--- config.mk ---
export PLATFORM = sky130hd
export DESIGN_NAME = cpu_gen2
export DESIGN_NICKNAME = d
export VERILOG_FILES = /design/src/rtl/cpu_gen2_pkg.sv /design/src/rtl/cpu_gen2_stack.sv /design/src/rtl/cpu_gen2.sv
export SDC_FILE = /design/constraint.sdc
export NUM_CORES = 1
export LEC_CHECK = 0
export CAP_MARGIN = 5
export CORE_MARGIN = 3
export CORE_UTILIZATION = 55
export DETAILED_ROUTE_END_ITERATION = 7
export PLACE_DENSITY_LB_ADDON = 0.1
export RECOVER_POWER = 50
export SYNTH_ARGS = -nofsm -noshare
export SYNTH_HDL_FRONTEND = slang
export SYNTH_SLANG_ARGS = --single-unit
--- constraint.sdc ---
create_clock -name clk -period 3.6 [get_ports clk]
set_input_delay 0.54 -clock clk [delete_from_list [all_inputs] [get_ports clk]]
set_output_delay 0.54 -clock clk [all_outputs]
set_load 0.01 [all_outputs]
--- src/rtl/cpu_gen2_pkg.sv ---
// Shared types and field positions for the cpu_gen2 core.
// Holds the opcode and state enums plus instruction layout constants.
package cpu_gen2_pkg;

  localparam int INSTR_W = 16;

  localparam int OP_HI  = 15;
  localparam int OP_LO  = 11;
  localparam int RD_HI  = 10;
  localparam int RD_LO  = 8;
  localparam int RS_HI  = 2;
  localparam int RS_LO  = 0;
  localparam int IMM_HI = 7;
  localparam int IMM_LO = 0;

  typedef enum logic [4:0] {
    OP_NOP  = 5'd0,
    OP_MOV  = 5'd1,
    OP_MVI  = 5'd2,
    OP_ADD  = 5'd3,
    OP_SUB  = 5'd4,
    OP_AND  = 5'd5,
    OP_OR   = 5'd6,
    OP_XOR  = 5'd7,
    OP_INC  = 5'd8,
    OP_NOT  = 5'd9,
    OP_ROR  = 5'd10,
    OP_ROL  = 5'd11,
    OP_JMP  = 5'd12,
    OP_JNC  = 5'd13,
    OP_JZ   = 5'd14,
    OP_CALL = 5'd15,
    OP_RET  = 5'd16,
    OP_HALT = 5'd17
  } opcode_e;

  typedef enum logic [1:0] {
    ST_FETCH = 2'd0,
    ST_EXEC  = 2'd1,
    ST_HALT  = 2'd2
  } state_e;

endpackage

--- src/rtl/cpu_gen2_stack.sv ---
// Return-address LIFO, PC_W bits wide and DEPTH entries deep.
// Ports: push/pop strobes, din/dout (top of stack), full/empty.
module cpu_gen2_stack
  import cpu_gen2_pkg::*;
#(
  parameter int PC_W  = 4,
  parameter int DEPTH = 4
) (
  input  logic            clk,
  input  logic            reset,
  input  logic            push,
  input  logic            pop,
  input  logic [PC_W-1:0] din,
  output logic [PC_W-1:0] dout,
  output logic            full,
  output logic            empty
);

  localparam int SP_W = $clog2(DEPTH + 1);

  logic [PC_W-1:0] mem_q [DEPTH];
  logic [PC_W-1:0] mem_d [DEPTH];
  logic [SP_W-1:0] sp_q, sp_d;

  assign full  = (sp_q == SP_W'(DEPTH));
  assign empty = (sp_q == '0);

  // sp counts entries, so the top lives at sp-1
  always_comb begin
    dout = '0;
    for (int i = 0; i < DEPTH; i++) begin
      if (sp_q == SP_W'(i + 1)) dout = mem_q[i];
    end
  end

  always_comb begin
    mem_d = mem_q;
    sp_d  = sp_q;
    if (push && !full) begin
      for (int i = 0; i < DEPTH; i++) begin
        if (sp_q == SP_W'(i)) mem_d[i] = din;
      end
      sp_d = sp_q + SP_W'(1);
    end else if (pop && !empty) begin
      sp_d = sp_q - SP_W'(1);
    end
  end

  always_ff @(posedge clk) begin
    if (!reset) sp_q <= '0;
    else        sp_q <= sp_d;
  end

  always_ff @(posedge clk) begin
    mem_q <= mem_d;
  end

endmodule

--- src/rtl/cpu_gen2.sv ---
// Parametrised accumulator/register CPU with req/ack instruction fetch.
// Ports: clk, reset(n), btn->r5, led<-r6, pc, imem_*, halted, stack_err, retire.
module cpu_gen2
  import cpu_gen2_pkg::*;
#(
  parameter int DATA_W      = 4,
  parameter int PC_W        = 4,
  parameter int STACK_DEPTH = 4
) (
  input  logic               clk,
  input  logic               reset,
  input  logic [DATA_W-1:0]  btn,
  output logic [DATA_W-1:0]  led,
  output logic [PC_W-1:0]    pc,
  output logic               imem_req,
  output logic [PC_W-1:0]    imem_addr,
  input  logic               imem_ack,
  input  logic [INSTR_W-1:0] imem_data,
  output logic               halted,
  output logic               stack_err,
  output logic               retire
);

  state_e              state_q, state_d;
  logic [PC_W-1:0]     pc_q, pc_d;
  logic [INSTR_W-1:0]  ir_q, ir_d;
  logic                c_q, c_d;
  logic                z_q, z_d;
  logic                serr_q, serr_d;
  logic [DATA_W-1:0]   regs_q [8];
  logic [DATA_W-1:0]   regs_d [8];

  opcode_e             op;
  logic [2:0]          rd, rs;
  logic [DATA_W-1:0]   a, b, imm_d;
  logic [PC_W-1:0]     imm_pc, pc_inc;
  logic [DATA_W-1:0]   res;
  logic [DATA_W:0]     wide;
  logic                wr, setz;
  logic                push, pop, full, empty;
  logic [PC_W-1:0]     stk_dout;

  assign op     = opcode_e'(ir_q[OP_HI:OP_LO]);
  assign rd     = ir_q[RD_HI:RD_LO];
  assign rs     = ir_q[RS_HI:RS_LO];
  assign a      = regs_q[rd];
  assign b      = regs_q[rs];
  assign imm_d  = DATA_W'(ir_q[IMM_HI:IMM_LO]);
  assign imm_pc = PC_W'(ir_q[IMM_HI:IMM_LO]);
  assign pc_inc = pc_q + PC_W'(1);

  cpu_gen2_stack #(
    .PC_W  (PC_W),
    .DEPTH (STACK_DEPTH)
  ) u_stack (
    .clk   (clk),
    .reset (reset),
    .push  (push),
    .pop   (pop),
    .din   (pc_inc),
    .dout  (stk_dout),
    .full  (full),
    .empty (empty)
  );

  always_comb begin
    state_d = state_q;
    pc_d    = pc_q;
    ir_d    = ir_q;
    c_d     = c_q;
    z_d     = z_q;
    serr_d  = serr_q;
    regs_d  = regs_q;
    res     = a;
    wide    = '0;
    wr      = 1'b0;
    setz    = 1'b0;
    push    = 1'b0;
    pop     = 1'b0;
    unique case (state_q)
      ST_FETCH: begin
        if (imem_ack) begin
          ir_d    = imem_data;
          state_d = ST_EXEC;
        end
      end
      ST_EXEC: begin
        state_d = ST_FETCH;
        pc_d    = pc_inc;
        case (op)
          OP_MOV: begin res = b; wr = 1'b1; end
          OP_MVI: begin res = imm_d; wr = 1'b1; end
          OP_ADD: begin
            wide = {1'b0, a} + {1'b0, b};
            res  = wide[DATA_W-1:0];
            c_d  = wide[DATA_W];
            wr   = 1'b1;
            setz = 1'b1;
          end
          // top bit of the widened difference is the borrow
          OP_SUB: begin
            wide = {1'b0, a} - {1'b0, b};
            res  = wide[DATA_W-1:0];
            c_d  = wide[DATA_W];
            wr   = 1'b1;
            setz = 1'b1;
          end
          OP_AND: begin res = a & b; wr = 1'b1; setz = 1'b1; end
          OP_OR:  begin res = a | b; wr = 1'b1; setz = 1'b1; end
          OP_XOR: begin res = a ^ b; wr = 1'b1; setz = 1'b1; end
          OP_INC: begin
            wide = {1'b0, a} + (DATA_W+1)'(1);
            res  = wide[DATA_W-1:0];
            c_d  = wide[DATA_W];
            wr   = 1'b1;
            setz = 1'b1;
          end
          OP_NOT: begin res = ~a; wr = 1'b1; setz = 1'b1; end
          OP_ROR: begin
            res  = {a[0], a[DATA_W-1:1]};
            wr   = 1'b1;
            setz = 1'b1;
          end
          OP_ROL: begin
            res  = {a[DATA_W-2:0], a[DATA_W-1]};
            wr   = 1'b1;
            setz = 1'b1;
          end
          OP_JMP: pc_d = imm_pc;
          OP_JNC: begin
            if (!c_q) pc_d = imm_pc;
            c_d = 1'b0;
          end
          OP_JZ: begin
            if (z_q) pc_d = imm_pc;
          end
          OP_CALL: begin
            if (full) serr_d = 1'b1;
            else begin
              push = 1'b1;
              pc_d = imm_pc;
            end
          end
          OP_RET: begin
            if (empty) serr_d = 1'b1;
            else begin
              pop  = 1'b1;
              pc_d = stk_dout;
            end
          end
          OP_HALT: state_d = ST_HALT;
          default: ;
        endcase
      end
      ST_HALT: ;
      default: state_d = ST_FETCH;
    endcase
    if (wr)   regs_d[rd] = res;
    if (setz) z_d = (res == '0);
    // button port owns r5 every cycle, overriding any write
    regs_d[5] = btn;
  end

  always_ff @(posedge clk) begin
    if (!reset) begin
      state_q <= ST_FETCH;
      pc_q    <= '0;
      ir_q    <= '0;
      c_q     <= 1'b0;
      z_q     <= 1'b0;
      serr_q  <= 1'b0;
      for (int i = 0; i < 8; i++) regs_q[i] <= '0;
    end else begin
      state_q <= state_d;
      pc_q    <= pc_d;
      ir_q    <= ir_d;
      c_q     <= c_d;
      z_q     <= z_d;
      serr_q  <= serr_d;
      regs_q  <= regs_d;
    end
  end

  assign led       = regs_q[6];
  assign pc        = pc_q;
  assign imem_addr = pc_q;
  assign imem_req  = (state_q == ST_FETCH);
  assign halted    = (state_q == ST_HALT);
  assign retire    = (state_q == ST_EXEC);
  assign stack_err = serr_q;

endmodule

==> metrics.md <==
| Metric | Value |
|---|---|
| Area of the mapped netlist | `4440 um^2` |
| Synth Area per Inst | `9.14 um^2` |
| Post-CTS Setup Bufs | `0` |
| RSZ-0062 raised after global routing | `false` |
| Top FF cell, synth | `dfxtp_1` |
| TritonCTS buffer count | `9` |
| Status | `finished, final reports clean` |
| Crit-path slowest cell | `mux4_2` |
| Vias per std cell | `6.11` |
| CP cell instances | `mux4_2 -> mux2_2 -> inv_1 -> ha_1 -> a21oi_1 -> o21bai_1 -> nor2b_1 -> o31a_1 -> nor3_2 -> a21boi_2 -> buf_4 -> a21oi_1` |
| Synth Instances | `486` |
| Synth cell types | `67` |
| GRT overflow | `0` |
| Die area | `9190 um^2` |
| Arrival @ worst endpoint | `3.59 ns` |
| Final worst slack | `0.203 ns` |
| Pin count of the biggest net entering global routing | `28` |
| Drt wl/cell | `18.0 um` |
| Placement Setup Slack | `0.147 ns` |
| Actual slew at the worst max-slew pin | `0.849 ns` |
| Final period util | `94.4%` |
| First-pass GRT wire length | `18,500 um` |
| Clock skew | `0.0100 ns` |
| Clock-pin slew of the registers on the worst-case setup and hold paths | `0.08 ns` |
| EDFF count, synth | `16` |
| Clock tree buffer depth | `2` |
| Maximum VDD drop | `0.261 mV` |
| Number of core rows | `32` |
| Drt pass-1 iters | `5` |
| I/O Buffers | `34` |
| Fraction of registers with async set/reset | `0%` |
| Post-route minimum period | `3.40 ns` |
| Die Height | `95.9 um` |
| Register area | `1610 um^2` |
| P&R area growth vs syn | `14.2%` |
| CTS hold repair buffers | `0` |
| Remaining antenna violation count | `0` |
| Worst Setup SP | `ir_q[1]$_SDFFE_PN0P_` |
| Post-synth top area share | `25.2%` |
| Element type at the critical path start | `register` |
| Crit path required time | `3.80 ns` |
| Max-slew violations | `0` |
| Fin. Hold Viols | `0` |
| Max-Cap Viols | `0` |
| Total track usage | `26.0%` |
| Pleak | `1.79 nW` |
| Max Fclk | `0.294 GHz` |
| Post-synthesis sequential area ratio | `36.0%` |
| Hold crit path type | `register to register` |
| Clk sinks | `72` |
| Diodes inserted | `0` |
| Net Count, Synth | `531` |
| Routed Wire Length | `11,200 um` |
| RePlAce Congestion | `0.880` |
| Setup-failing EPs final | `0` |
| Die X | `95.9 um` |
| Vias in the first global route | `3,694` |
| Clk root buf | `clkbuf_8` |
| Post-cts sizing count | `0` |
| I/O pin total | `39` |
| Min-delay src | `c_q$_SDFFE_PN0P_` |
| Area of the multi-input gates | `2550 um^2` |
| Kind of critical path | `register to register` |
| Initial antenna violation count | `0` |
| Critical path's largest stage delay | `0.54 ns` |
| Starting Density | `57.2%` |
| H-tree depth | `3` |
| DRC viols | `0` |
| Top area cells in the synthesized netlist | `dfxtp_1 (25%), edfxtp_1 (11%), mux4_2 (7.1%), ha_1 (5.6%), a21oi_1 (4.5%)` |
| Top cell by count, worst path | `a21oi_1` |
| Largest area contributor in the netlist | `dfxtp_1` |
| Vias | `3,794` |
| HPWL Detailed | `8270 um` |
| Final #Nets | `559` |
| Power Density | `350 nW/um^2` |
| Relative slew slack | `41.9%` |
| CP Capture Type | `register` |
| Number of synthesis warnings | `0` |
| Worst-path maximum fanout | `7` |
| CORE AREA | `7770 um^2` |
| Setup TNS | `0 ns` |
| Fraction of layout cells with a size suffix above 1 | `15.2%` |
| CTS tree | `yes` |
| Clk_lat worst skew | `0.35 ns` |
| Launch point of the worst reg-to-reg path | `ir_q[1]$_SDFFE_PN0P_` |
| Fillers | `657` |
| Yosys reg bits | `72` |
| DR iter-0 viols | `291` |
critical path: cells and delay by family (launching register included):
kind	cells	cell delay [ns]
mux	2	0.89
compound gates	5	0.86
flops	1	0.52
simple gates	2	0.38
buf+inv	2	0.33
fa+ha+maj	1	0.27
synth_stat cells, types with 9 or more instances:
library cell / count
and2_1: 9
nand2_1: 46
buf_2: 11
ha_1: 20
mux4_2: 14
o21ai_0: 25
dfxtp_1: 56
nor2_1: 46
buf_4: 9
inv_1: 19
clkbuf_1: 20
a21oi_1: 40
nand3_1: 9
a211oi_1: 23
edfxtp_1: 16
report_power, final:
| group | total, W | internal [W] | switching (W) |
|---|---|---|---|
| combinational | 0.000269 | 0.000119 | 0.000149 |
| sequential | 0.000875 | 0.000845 | 0.0000300 |
| clock | 0.000635 | 0.000324 | 0.000310 |
per-stage QoR:
step | hold slack (ns) | area (um^2) | cells | utilization (%) | total power, W
final | 0.484 | 5080 | 621 | 65.4 | 0.00178
after global routing | 0.510 | 5080 | 621 | 65.4 | 0.00185
after CTS | 0.485 | 5080 | 621 | 65.4 | 0.00179
after detailed placement | 0.475 | 4880 | 605 | 62.9 | 0.00116
after global placement | 0.459 | 4880 | 605 | 62.9 | 0.00116
after floorplan | 0.450 | 4440 | 486 | - | 0.00107
sequential cells by signal, indices dropped and copies added, names as in the netlist:
register / flops
c_q: 1
stack_err: 1
imem_addr: 4
regs_q: 28
u_stack.mem_q: 16
state_q: 2
u_stack.sp_q: 3
z_q: 1
ir_q: 12
led: 4
layout by cell type (no fill, tap or decap), types with 3 or more instances in the layout:
cell / n
a2111oi_0: 3
a211oi_1: 23
a21oi_1: 40
a221oi_1: 5
a31oi_1: 5
a32oi_1: 4
and2_1: 7
buf_4: 22
clkbuf_1: 3
clkbuf_8: 9
clkdlybuf4s50_1: 17
dfxtp_1: 53
dlygate4sd3_1: 17
edfxtp_1: 16
ha_1: 20
inv_1: 19
mux2_2: 8
mux2i_1: 4
mux4_2: 14
nand2_1: 46
nand2b_1: 6
nand3_1: 9
nand3b_1: 7
nor2_1: 46
nor2b_1: 8
nor3_1: 6
nor4_1: 3
nor4_2: 4
o21ai_0: 25
o21bai_1: 3
xnor2_1: 5
xor2_1: 3
routing by layer:
layer | vias up | global-route usage (%) | share of wire, %
li1 | 1826 | - | -
met1 | 1806 | 35.0 | 44
met2 | 149 | 42.6 | 48
met3 | 13 | 4.61 | 7.0
met4 | 0 | 8.41 | 1.2
met5 | - | 0 | 0
cell families (layout without fill, tap and decap cells):
| group | count (synthesis) | count (layout) | synth area share (%) |
|---|---|---|---|
| xor gates and xnor gates | 8 | 8 | 1.58 |
| AOI/OAI and AO/OA | 133 | 133 | 19.6 |
| adders and majority gates | 22 | 22 | 6.53 |
| muxes | 29 | 29 | 11.1 |
| DFF | 72 | 72 | 36.0 |
| and+or+nand+nor | 159 | 159 | 18.6 |
| buffers and inverters | 63 | 96 | 6.56 |
final timing paths:
kind                                           endpoint  slack (ns)  cells past startpoint
worst max-delay path            regs_q[23]$_SDFFE_PN0P_        0.20                     12
worst min-delay path                   c_q$_SDFFE_PN0P_        0.48                      2
worst max register to register  regs_q[23]$_SDFFE_PN0P_        0.20                     12
worst min register to register         c_q$_SDFFE_PN0P_        0.48                      2
final cells by class:
cell class	count	area share (%)
inverter	22	1.63
clock inverter	6	1.33
multi-input combinational	351	50.2
sequential	72	31.7
timing repair buffer	58	10.1
clock buffer	10	2.51
tap	102	2.51
Power figures use the tool's default switching activity.
